## src/rtl/dcpu16_fsctl_if.sv

```systemverilog
// dcpu16_fsctl_if - simplified-Wishbone FS (fetch/store) memory bus.
//
// Signals:
//   fs_adr  16  bus address                (controller -> memory)
//   fs_stb   1  bus strobe                 (controller -> memory)
//   fs_wre   1  write enable, 1 = store    (controller -> memory)
//   fs_dto  16  write data                 (controller -> memory)
//   fs_err   1  timeout pulse              (controller -> memory side observers)
//   fs_dti  16  read data                  (memory -> controller)
//   fs_ack   1  acknowledge                (memory -> controller)
//
// Modports: master = bus controller, slave = memory.
interface dcpu16_fsctl_if;
    logic [15:0] fs_adr;
    logic        fs_stb;
    logic        fs_wre;
    logic [15:0] fs_dto;
    logic        fs_err;
    logic [15:0] fs_dti;
    logic        fs_ack;

    modport master (
        output fs_adr, fs_stb, fs_wre, fs_dto, fs_err,
        input  fs_dti, fs_ack
    );

    modport slave (
        input  fs_adr, fs_stb, fs_wre, fs_dto, fs_err,
        output fs_dti, fs_ack
    );
endinterface

```

## src/rtl/dcpu16_fsctl.sv

```systemverilog
// dcpu16_fsctl - sequencer and round-robin arbiter for the FS memory bus.
//
// Shares one FS bus port between the instruction-fetch requester (fr_*)
// and the data-store requester (sr_*). All bus outputs are registered;
// requester acks, fr_dat and ena are combinational; pha is registered.
//
// Ports:
//   clk, rst          clock, synchronous active-high reset
//   fr_stb/fr_adr     fetch request and address
//   fr_ack/fr_dat     fetch complete and read data
//   sr_stb/sr_adr/sr_dat  store request, address and data
//   sr_ack            store complete
//   bus               FS bus (dcpu16_fsctl_if.master)
//   ena               core advance enable
//   pha               core phase, toggles on every enabled edge
//
// Parameters:
//   TMO               bus-cycle timeout in cycles (1..255)
//
// Optional feature: define DCPU16_FS_TIMEOUT_EN to terminate bus cycles
// that see no fs_ack within TMO strobe cycles (pulses fs_err).
module dcpu16_fsctl #(
    parameter int unsigned TMO = 15
) (
    input  logic        clk,
    input  logic        rst,
    input  logic        fr_stb,
    input  logic [15:0] fr_adr,
    output logic        fr_ack,
    output logic [15:0] fr_dat,
    input  logic        sr_stb,
    input  logic [15:0] sr_adr,
    input  logic [15:0] sr_dat,
    output logic        sr_ack,
    dcpu16_fsctl_if.master bus,
    output logic        ena,
    output logic        pha
);

    if (TMO < 1 || TMO > 255) begin : g_bad_tmo
        $error("dcpu16_fsctl: TMO must be in 1..255");
    end

    typedef enum logic [1:0] {IDLE, FETCH, STORE} state_t;

    state_t      state, state_n;
    logic [15:0] adr_q, adr_n;
    logic [15:0] dto_q, dto_n;
    logic        stb_q, stb_n;
    logic        wre_q, wre_n;
    logic        err_q, err_n;
    logic        last_store, last_store_n;
    logic        pha_q;
    logic        tmo_hit;
    logic        done;

`ifdef DCPU16_FS_TIMEOUT_EN
    logic [7:0] cnt;

    // cnt holds the number of unacked strobe cycles already elapsed, so the
    // TMO-th strobe cycle is the one where cnt == TMO-1.
    always_ff @(posedge clk) begin
        if (rst || state == IDLE) begin
            cnt <= '0;
        end else if (stb_q && !bus.fs_ack) begin
            cnt <= cnt + 8'd1;
        end
    end

    assign tmo_hit = (state != IDLE) && !bus.fs_ack && (cnt == 8'(TMO - 1));
`else
    assign tmo_hit = 1'b0;
`endif

    // A same-cycle fs_ack wins over the timeout (tmo_hit excludes it).
    assign done   = (state != IDLE) && (bus.fs_ack || tmo_hit);
    assign fr_ack = !rst && (state == FETCH) && done;
    assign sr_ack = !rst && (state == STORE) && done;
    assign fr_dat = tmo_hit ? '0 : bus.fs_dti;
    assign ena    = !((fr_stb && !fr_ack) || (sr_stb && !sr_ack));

    always_comb begin
        state_n      = state;
        adr_n        = adr_q;
        dto_n        = dto_q;
        stb_n        = stb_q;
        wre_n        = wre_q;
        err_n        = 1'b0;
        last_store_n = last_store;
        case (state)
            IDLE: begin
                // Fetch wins unless a store is also pending and fetch went last.
                if (fr_stb && (!sr_stb || last_store)) begin
                    state_n      = FETCH;
                    adr_n        = fr_adr;
                    wre_n        = 1'b0;
                    stb_n        = 1'b1;
                    last_store_n = 1'b0;
                end else if (sr_stb) begin
                    state_n      = STORE;
                    adr_n        = sr_adr;
                    dto_n        = sr_dat;
                    wre_n        = 1'b1;
                    stb_n        = 1'b1;
                    last_store_n = 1'b1;
                end
            end
            FETCH, STORE: begin
                if (done) begin
                    state_n = IDLE;
                    stb_n   = 1'b0;
                    wre_n   = 1'b0;
                    err_n   = tmo_hit;
                end
            end
            default: begin
                state_n = IDLE;
                stb_n   = 1'b0;
                wre_n   = 1'b0;
            end
        endcase
    end

    always_ff @(posedge clk) begin
        if (rst) begin
            state      <= IDLE;
            adr_q      <= '0;
            dto_q      <= '0;
            stb_q      <= 1'b0;
            wre_q      <= 1'b0;
            err_q      <= 1'b0;
            last_store <= 1'b1;
            pha_q      <= 1'b0;
        end else begin
            state      <= state_n;
            adr_q      <= adr_n;
            dto_q      <= dto_n;
            stb_q      <= stb_n;
            wre_q      <= wre_n;
            err_q      <= err_n;
            last_store <= last_store_n;
            pha_q      <= pha_q ^ ena;
        end
    end

    assign bus.fs_adr = adr_q;
    assign bus.fs_dto = dto_q;
    assign bus.fs_stb = stb_q;
    assign bus.fs_wre = wre_q;
    assign bus.fs_err = err_q;
    assign pha        = pha_q;

endmodule

```

## src/flat_wrapper.sv

```systemverilog
// flat-port wrapper written by rule: the top's interface ports become plain ports
module dcpu16_fsctl_flat 
#(
    parameter int unsigned TMO = 15
)
  (clk, rst, fr_stb, fr_adr, fr_ack, fr_dat, sr_stb, sr_adr, sr_dat, sr_ack, ena, pha, bus_fs_adr, bus_fs_stb, bus_fs_wre, bus_fs_dto, bus_fs_err, bus_fs_dti, bus_fs_ack);
  dcpu16_fsctl_if bus_i ();
  input  logic clk;
  input  logic rst;
  input  logic fr_stb;
  input  logic [15:0] fr_adr;
  output logic fr_ack;
  output logic [15:0] fr_dat;
  input  logic sr_stb;
  input  logic [15:0] sr_adr;
  input  logic [15:0] sr_dat;
  output logic sr_ack;
  output logic ena;
  output logic pha;
  output wire logic [$bits(bus_i.fs_adr)-1:0] bus_fs_adr;
  output wire logic [$bits(bus_i.fs_stb)-1:0] bus_fs_stb;
  output wire logic [$bits(bus_i.fs_wre)-1:0] bus_fs_wre;
  output wire logic [$bits(bus_i.fs_dto)-1:0] bus_fs_dto;
  output wire logic [$bits(bus_i.fs_err)-1:0] bus_fs_err;
  input wire logic [$bits(bus_i.fs_dti)-1:0] bus_fs_dti;
  input wire logic [$bits(bus_i.fs_ack)-1:0] bus_fs_ack;
  assign bus_fs_adr = bus_i.fs_adr;
  assign bus_fs_stb = bus_i.fs_stb;
  assign bus_fs_wre = bus_i.fs_wre;
  assign bus_fs_dto = bus_i.fs_dto;
  assign bus_fs_err = bus_i.fs_err;
  assign bus_i.fs_dti = bus_fs_dti;
  assign bus_i.fs_ack = bus_fs_ack;
  dcpu16_fsctl #(.TMO(TMO)) u_core (.clk(clk), .rst(rst), .fr_stb(fr_stb), .fr_adr(fr_adr), .fr_ack(fr_ack), .fr_dat(fr_dat), .sr_stb(sr_stb), .sr_adr(sr_adr), .sr_dat(sr_dat), .sr_ack(sr_ack), .bus(bus_i), .ena(ena), .pha(pha));
endmodule
```

## config.mk

```make
export PLATFORM = sky130hd
export DESIGN_NAME = dcpu16_fsctl_flat
export DESIGN_NICKNAME = d
export VERILOG_FILES = /design/src/rtl/dcpu16_fsctl_if.sv /design/src/rtl/dcpu16_fsctl.sv /design/src/flat_wrapper.sv
export SDC_FILE = /design/constraint.sdc
export NUM_CORES = 1
export LEC_CHECK = 0
export BUFFER_PORTS_ARGS = -buffer_cell sky130_fd_sc_hd__buf_2
export CORE_MARGIN = 4
export CORE_UTILIZATION = 43
export CTS_BUF_LIST = sky130_fd_sc_hd__clkbuf_8
export DETAILED_ROUTE_END_ITERATION = 6
export GPL_TIMING_DRIVEN = 0
export HOLD_SLACK_MARGIN = 0.03
export PLACE_DENSITY = 0.79
export SLEW_MARGIN = 20
export SYNTH_ARGS = -nofsm -noshare
export SYNTH_HDL_FRONTEND = slang
export SYNTH_SLANG_ARGS = --single-unit
```

## constraint.sdc

```tcl
create_clock -name clk -period 1.9 [get_ports clk]
set_clock_uncertainty 0.2 [all_clocks]
set_input_delay 0.095 -clock clk [delete_from_list [all_inputs] [get_ports clk]]
set_output_delay 0.095 -clock clk [all_outputs]
set_load 0.05 [all_outputs]
```

==> results of run 1 <==
[how the worst max path moves through the flow]
stage          slack, ns               endpoint  cells after the start               from
6_report            0.08                    ena                      5    u_core.state[0]
5_1_grt           0.0004   u_core.bus.fs_adr[8]                      5                rst
4_1_cts             0.01                    ena                      5    u_core.state[0]
3_5_place_dp        0.09   u_core.bus.fs_adr[9]                      5    u_core.state[0]
3_3_place_gp        0.14  u_core.bus.fs_adr[14]                      5    u_core.state[0]
2_1_floorplan      -0.12             u_core.pha                      5  u_core.bus.fs_wre
[layout make-up]
cell class	count	area [um^2]	area share (%)
inverter	4	17.5	0.574
multi-input combinational	141	885	29.0
clock inverter	3	11.3	0.369
sequential	37	744	24.4
timing repair buffer	155	1030	33.6
clock buffer	5	68.8	2.25
tap	50	62.6	2.05
antenna	1	2.50	0.0820
buffer	37	234	7.66
[per-layer routing]
layer / vias to the layer above / part of all wire, %
met1: 1069 / 40
met2: 142 / 48
li1: 1111 / -
met5: - / 0
met3: 32 / 7.3
met4: 0 / 4.2
[critical path, stage by stage (launching register included)]
cell      delay, ns
dfxtp_1        0.35
inv_2          0.07
ha_4           0.18
and4bb_4       0.34
o22a_4         0.15
buf_6          0.15
[sequential cells by signal, summed over array words and instances, names as in the netlist]
register / flops
u_core.bus.fs_adr: 16
u_core.pha: 1
u_core.bus.fs_dto: 16
u_core.last_store: 1
u_core.bus.fs_stb: 1
u_core.bus.fs_wre: 1
u_core.state: 1
[placed cells by master (no fill, tap or decap), types with 2 or more instances in the layout]
cell / netlist / layout
buf_2: 8 / 113
dlygate4sd3_1: 0 / 49
dfxtp_1: 37 / 36
o21ai_0: 31 / 31
buf_4: 20 / 20
nor2_1: 19 / 19
a21oi_1: 17 / 17
nand3_1: 16 / 16
o211ai_1: 16 / 16
a311oi_1: 16 / 16
clkbuf_8: 0 / 5
clkbuf_1: 5 / 4
inv_2: 2 / 3
nand2_1: 3 / 3
o21ai_1: 3 / 3
inv_1: 2 / 3
and4bb_4: 1 / 2
and2_1: 2 / 2
clkbuf_2: 1 / 2
buf_1: 2 / 2
buf_6: 1 / 2
nor2b_1: 2 / 2
o32ai_1: 2 / 2
nand2b_1: 2 / 2
ha_1: 3 / 2
[stage by stage]
step	worst slack (ns)	area, um^2	utilization [%]	instances	TNS, ns
final	0.0823	3050	74.7	433	0
after global routing	0.000428	3050	74.6	432	0
after CTS	0.0135	3050	74.5	432	0
after detailed placement	0.0875	2470	60.5	375	0
after global placement	0.136	2470	60.5	375	0
after floorplan	-0.117	1880	-	219	-0.117
[what timing repair did]
item                                    4_1_cts  5_1_grt
hold buffers                                 49        0
pin swaps                                     0        0
endpoints found under the hold margin        34        0
gates resized for setup                       1        4
endpoints found under the setup margin        1        5
[cell families after synthesis]
family | after synthesis
buf+inv | 41
fa+ha+maj | 3
flops | 37
compound gates | 89
mux | 1
other cells | 1
simple gates | 47
[power groups by stage]
stage | Clock, uW | Sequential, uW | Combinational, uW
floorplan | 0 | 1500 | 617
global placement | 0 | 1010 | 1430
detailed placement | 0 | 1020 | 1450
CTS | 526 | 1000 | 1530
global route | 556 | 1030 | 1660
finish | 510 | 1010 | 1560
==> out/metrics.csv, run 1 <==
stage,metric,value,unit
synth,synth_mux_area_share,0.812,%
synth,synth-simple-area-share,12.9,%
synth,yosysSeqAreaShare,40.1,%
synth,synth_area,1850,um^2
drt,vias_per_cell,5.44,
pwr,ir_worst_vdd,0.655,mV
synth,synth.most_common_cell,dfxtp_1,
critical_path,reg2regPathDepth,6,
synth,netlist_top_cells_count,"dfxtp_1 (37), o21ai_0 (31), buf_4 (20), nor2_1 (19), a21oi_1 (17)",
synth,synth_seq_cells,37,
layout,final_nets,453,
pwr,swShare,46.0,%
critical_path,worstReg2RegStart,u_core.state[0],
drt,vias,2354,
sta,hold_viol,0,
pwr,p_seq_share,32.8,%
die,die_w,73.6,um
drt,detailedRoute.firstIterationViolations,266,
critical_path,r2r_slack,0.18,ns
synth,ys_async_sr_fraction,0,%
sta,slew_viol_final,0,
clock_tree,h-tree-depth,2,
grt,antenna_found_initial,0,
job,cap_violations,0,
sta,worst_pin_slew,0.521,ns
clock_tree,clock-sinks,37,
die,io_pins,124,
grt,met3_usage,3.97,%
pwr,netSwitchingPower,1420,uW
synth,synth.distinct_cells,31,
synth,synth_adder_area_share,2.03,%
synth,synth_edf_count,0,
pwr,power_frac_clock,16.6,%
critical_path,r2r-end,u_core.bus.fs_adr[8],
worst_hold_path,whs_endpoint,u_core.bus.fs_stb,
worst_hold_path,whs_path_depth,4,
clock_tree,numCtsBuffers,5,
sta,min_period,1.82,ns
synth,yosysWarnings,0,
grt,grt_overflow,0,
critical_path,startpoint_type,flip-flop,
drt,wl,6890,um
clock_tree,clkTransAtPathRegs,0.07,ns
placement,routabilityCongestion,0.823,
grt,grt_pass1_wl,10800,um
synth,synth_nets,291,
synth,syn-instance-count,219,
die,initial_core_util,45.2,%
grt,use_met1,31.2,%
die,design.core.area,4090,um^2
drt,drc,0,
drt,wire_per_inst,15.9,um
grt,grt_util_met2,41.8,%
synth,yosysTopAreaCell,dfxtp_1,
grt,grt_pass1_vias,2388,
grt,top_usage_layer,met2,
clock_tree,clkLatencyLatePin,0.28,ns
synth,synthXorXnorAreaFrac,0,%
clock_tree,cts_setup_buffers,0,
synth,synth_compound_gate_area_share,30.6,%
synth,synth_top_cell_area_share,40.1,%
critical_path,critical_path_arrival,1.52,ns
synth,synth_area_leaders,"dfxtp_1 (40%), o21ai_0 (8.4%), buf_4 (8.1%)",
worst_hold_path,hp-class,in -> reg,
critical_path,worst_ep_required_time,1.60,ns
critical_path,worstSetupEndpointType,output pin,
clock_tree,clock_path_buffers,2,
drt,ant_nets,0,
layout,area_growth_syn_to_layout,65.2,%
drt,dr.pass1.iters,4,
pwr,p_per_area,1010,nW/um^2
pwr,finalPower,3080,uW
synth,synth_top_family_by_area,compound AO/OA/AOI/OAI gates,
die,dieHeight,73.6,um
clock_tree,cts-root-buf,clkbuf_8,
grt,grt_max_degree,11,
sta,timing.fmax,0.550,GHz
sta,setup_viol,0,
placement,detailed_place_hpwl,4270,um
critical_path,setup.worst_path.class,reg -> out,
pwr,p_leak,0.00141,uW
clock_tree,cts_tree,built,
placement,port_buffers,106,
die,row_count,23,
synth,ys.flop_type,dfxtp_1,
grt,grtUsageTotal,25.3,%
critical_path,cp_max_fo,7,
sta,rsz0062_at_grt,false,
sta,whs,0.0829,ns
layout,fillers,330,
pwr,combPwrFrac,50.6,%
outcome,outcome,"finished, final reports clean",
layout,drive_gt1_share,40.1,%
sta,finalCritPeriodShare,95.7,%
worst_hold_path,min_from,bus_fs_ack,
die,dieArea,5410,um^2
synth,syn_area_per_cell,8.44,um^2
sta,relSlewSlack,65.2,%
pwr,p_int,1660,uW
Note: power is estimated with default switching activity, not from simulation.
==> run 2: changes to the inputs <==
--- a/config.mk
+++ b/config.mk
@@ -7,12 +7,11 @@
 export LEC_CHECK = 0
 export BUFFER_PORTS_ARGS = -buffer_cell sky130_fd_sc_hd__buf_2
 export CORE_MARGIN = 4
-export CORE_UTILIZATION = 43
-export CTS_BUF_LIST = sky130_fd_sc_hd__clkbuf_8
+export CORE_UTILIZATION = 42
 export DETAILED_ROUTE_END_ITERATION = 6
 export GPL_TIMING_DRIVEN = 0
 export HOLD_SLACK_MARGIN = 0.03
-export PLACE_DENSITY = 0.79
+export PLACE_DENSITY = 0.78
 export SLEW_MARGIN = 20
 export SYNTH_ARGS = -nofsm -noshare
 export SYNTH_HDL_FRONTEND = slang
==> out/metrics.csv, run 2 (synthesized netlist as in run 1, its figures left out) <==
stage,metric,value,unit,change
outcome,outcome,"finished, final reports clean",,
sta,min_period,1.85,ns,+0.0351 ns
placement,routabilityCongestion,0.792,,-3.8%
clock_tree,cts-root-buf,clkbuf_8,,
worst_hold_path,hp-class,in -> reg,,
layout,area_growth_syn_to_layout,65.4,%,
placement,port_buffers,106,,unchanged
die,dieArea,5520,um^2,+2.1%
pwr,netSwitchingPower,1400,uW,-0.99%
sta,finalCritPeriodShare,97.5,%,+1.8 points
layout,drive_gt1_share,40.2,%,+0.11 points
critical_path,worstSetupEndpointType,output pin,,
sta,hold_viol,0,,unchanged
die,dieHeight,74.3,um,+1.1%
job,cap_violations,0,,unchanged
layout,final_nets,453,,unchanged
layout,final_common_cell,buf_2,,
pwr,combPwrFrac,49.9,%,-0.7 points
sta,relSlewSlack,65.7,%,+0.44 points
pwr,ir_worst_vdd,0.525,mV,-20%
drt,vias,2330,,-1.0%
grt,grt_max_degree,11,,unchanged
clock_tree,clock-sinks,37,,unchanged
grt,antenna_found_initial,0,,unchanged
critical_path,critical_path_arrival,1.56,ns,+0.04 ns
sta,timing.fmax,0.540,GHz,-1.9%
critical_path,startpoint_type,flip-flop,,
critical_path,startpoint,u_core.state[0],,
pwr,p_leak,0.00140,uW,-0.54%
clock_tree,clkTransAtPathRegs,0.07,ns,about the same
clock_tree,h-tree-depth,2,,unchanged
sta,postLayoutSetupSlackWorst,0.0472,ns,-0.0351 ns
placement,detailed_place_hpwl,4220,um,-1.2%
grt,grtUsageTotal,23.7,%,-1.5 points
die,io_pins,124,,unchanged
layout,postLayoutCoreUtil,74.3,%,-0.43 points
sta,rsz0062_at_grt,false,,
sta,worst_pin_slew,0.515,ns,-0.00665 ns
layout,antennaDiodeCount,0,,-1
placement,pre_cts_ws,0.104,ns,+0.0170 ns
critical_path,worstReg2RegStart,u_core.state[0],,
sta,fin_tns_setup,0,ns,unchanged
pwr,power_frac_clock,17.7,%,+1.1 points
sta,setup_viol,0,,unchanged
drt,drc,0,,unchanged
drt,wl,6780,um,-1.5%
clock_tree,clkLatencyLatePin,0.28,ns,about the same
pwr,swShare,45.2,%,-0.89 points
drt,ant_nets,0,,unchanged
pwr,p_int,1700,uW,+2.6%
die,initial_core_util,44.9,%,-0.32 points
drt,wire_per_inst,15.7,um,-1.1%
layout,layout_common_cells,"buf_2 (113), dlygate4sd3_1 (49), dfxtp_1 (36)",,
die,row_count,23,,unchanged
drt,detailedRoute.firstIterationViolations,211,,-21%
pwr,p_per_area,1020,nW/um^2,+0.84%
pwr,finalPower,3110,uW,+0.96%
die,die_w,74.3,um,+1.1%
grt,grt_pass1_wl,10100,um,-6.2%
critical_path,cp_max_fo,7,,unchanged
grt,grt_pass1_vias,2206,,-7.6%
clock_tree,numCtsBuffers,5,,unchanged
drt,dr.pass1.iters,5,,+1
sta,slew_viol_final,0,,unchanged
critical_path,worst_ep_required_time,1.60,ns,about the same
critical_path,setup.worst_path.class,reg -> out,,
grt,grt_overflow,0,,unchanged
clock_tree,clock_path_buffers,2,,unchanged
die,design.core.area,4120,um^2,+0.70%
pwr,p_seq_share,32.4,%,-0.4 points
worst_hold_path,min_from,fr_stb,,
drt,vias_per_cell,5.41,,-0.56%
clock_tree,cts_tree,built,,
==> run 2: cell count changes in the layout (fill, tap and decap cells not counted), sizes merged <==
cell,before,now
diode,1,0
clkbuf,11,13
inv,7,4
==> run 2: worst max-delay path, cell delays in order, from the launching register on <==
cell	delay, ns
dfxtp_1	0.34
inv_1	0.10
ha_4	0.19
and4bb_4	0.34
o22a_4	0.15
buf_6	0.15
==> run 2: repair_timing <==
| item | 4_1_cts | 5_1_grt |
|---|---|---|
| endpoints found under the setup margin | 1 | 5 |
| hold buffers | 49 | 0 |
| setup buffers | 0 | 0 |
| gates resized for setup | 1 | 3 |
| hold endpoints to repair | 34 | 0 |
==> run 2: worst paths after layout <==
check	slack [ns]	end	depth (start not counted)
worst max register to register	0.16	u_core.bus.fs_dto[9]	6
worst max-delay path	0.05	ena	5
worst min-delay path	0.11	u_core.bus.fs_adr[0]	4
worst min register to register	0.27	u_core.bus.fs_dto[11]	2
==> run 2: routing by layer <==
metal | up-vias | track usage, % | part of all wire [%]
met2 | 141 | 40.5 | 50
met4 | 0 | 11.7 | 4.3
li1 | 1106 | - | -
met5 | - | 0 | 0
met1 | 1049 | 29.0 | 38
met3 | 34 | 3.92 | 8.4
==> run 2: through the flow <==
step	cell area, um^2	hold slack [ns]	instances
6_report	3060	0.112	431
5_1_grt	3060	0.128	431
4_1_cts	3050	0.104	431
3_5_place_dp	2470	0.155	375
3_3_place_gp	2470	0.150	375
2_1_floorplan	1880	0.0427	219
==> run 2: final cells by class <==
| cell class | instances | area, um^2 |
|---|---|---|
| multi-input cells | 141 | 885 |
| repair buffers | 155 | 1030 |
| fillers | 311 | 1060 |
| flip-flops and latches | 37 | 744 |
| inverters | 4 | 17.5 |
| clock buffers | 7 | 86.3 |
| well taps | 50 | 62.6 |
| plain buffers | 37 | 234 |
==> run 2: power groups by stage <==
| stage | Combinational, uW | Sequential [uW] | Clock [uW] |
|---|---|---|---|
| floorplan | 617 | 1500 | 0 |
| global placement | 1440 | 1010 | 0 |
| detailed placement | 1450 | 1020 | 0 |
| CTS | 1530 | 1000 | 555 |
| global route | 1640 | 1020 | 598 |
| finish | 1550 | 1010 | 551 |
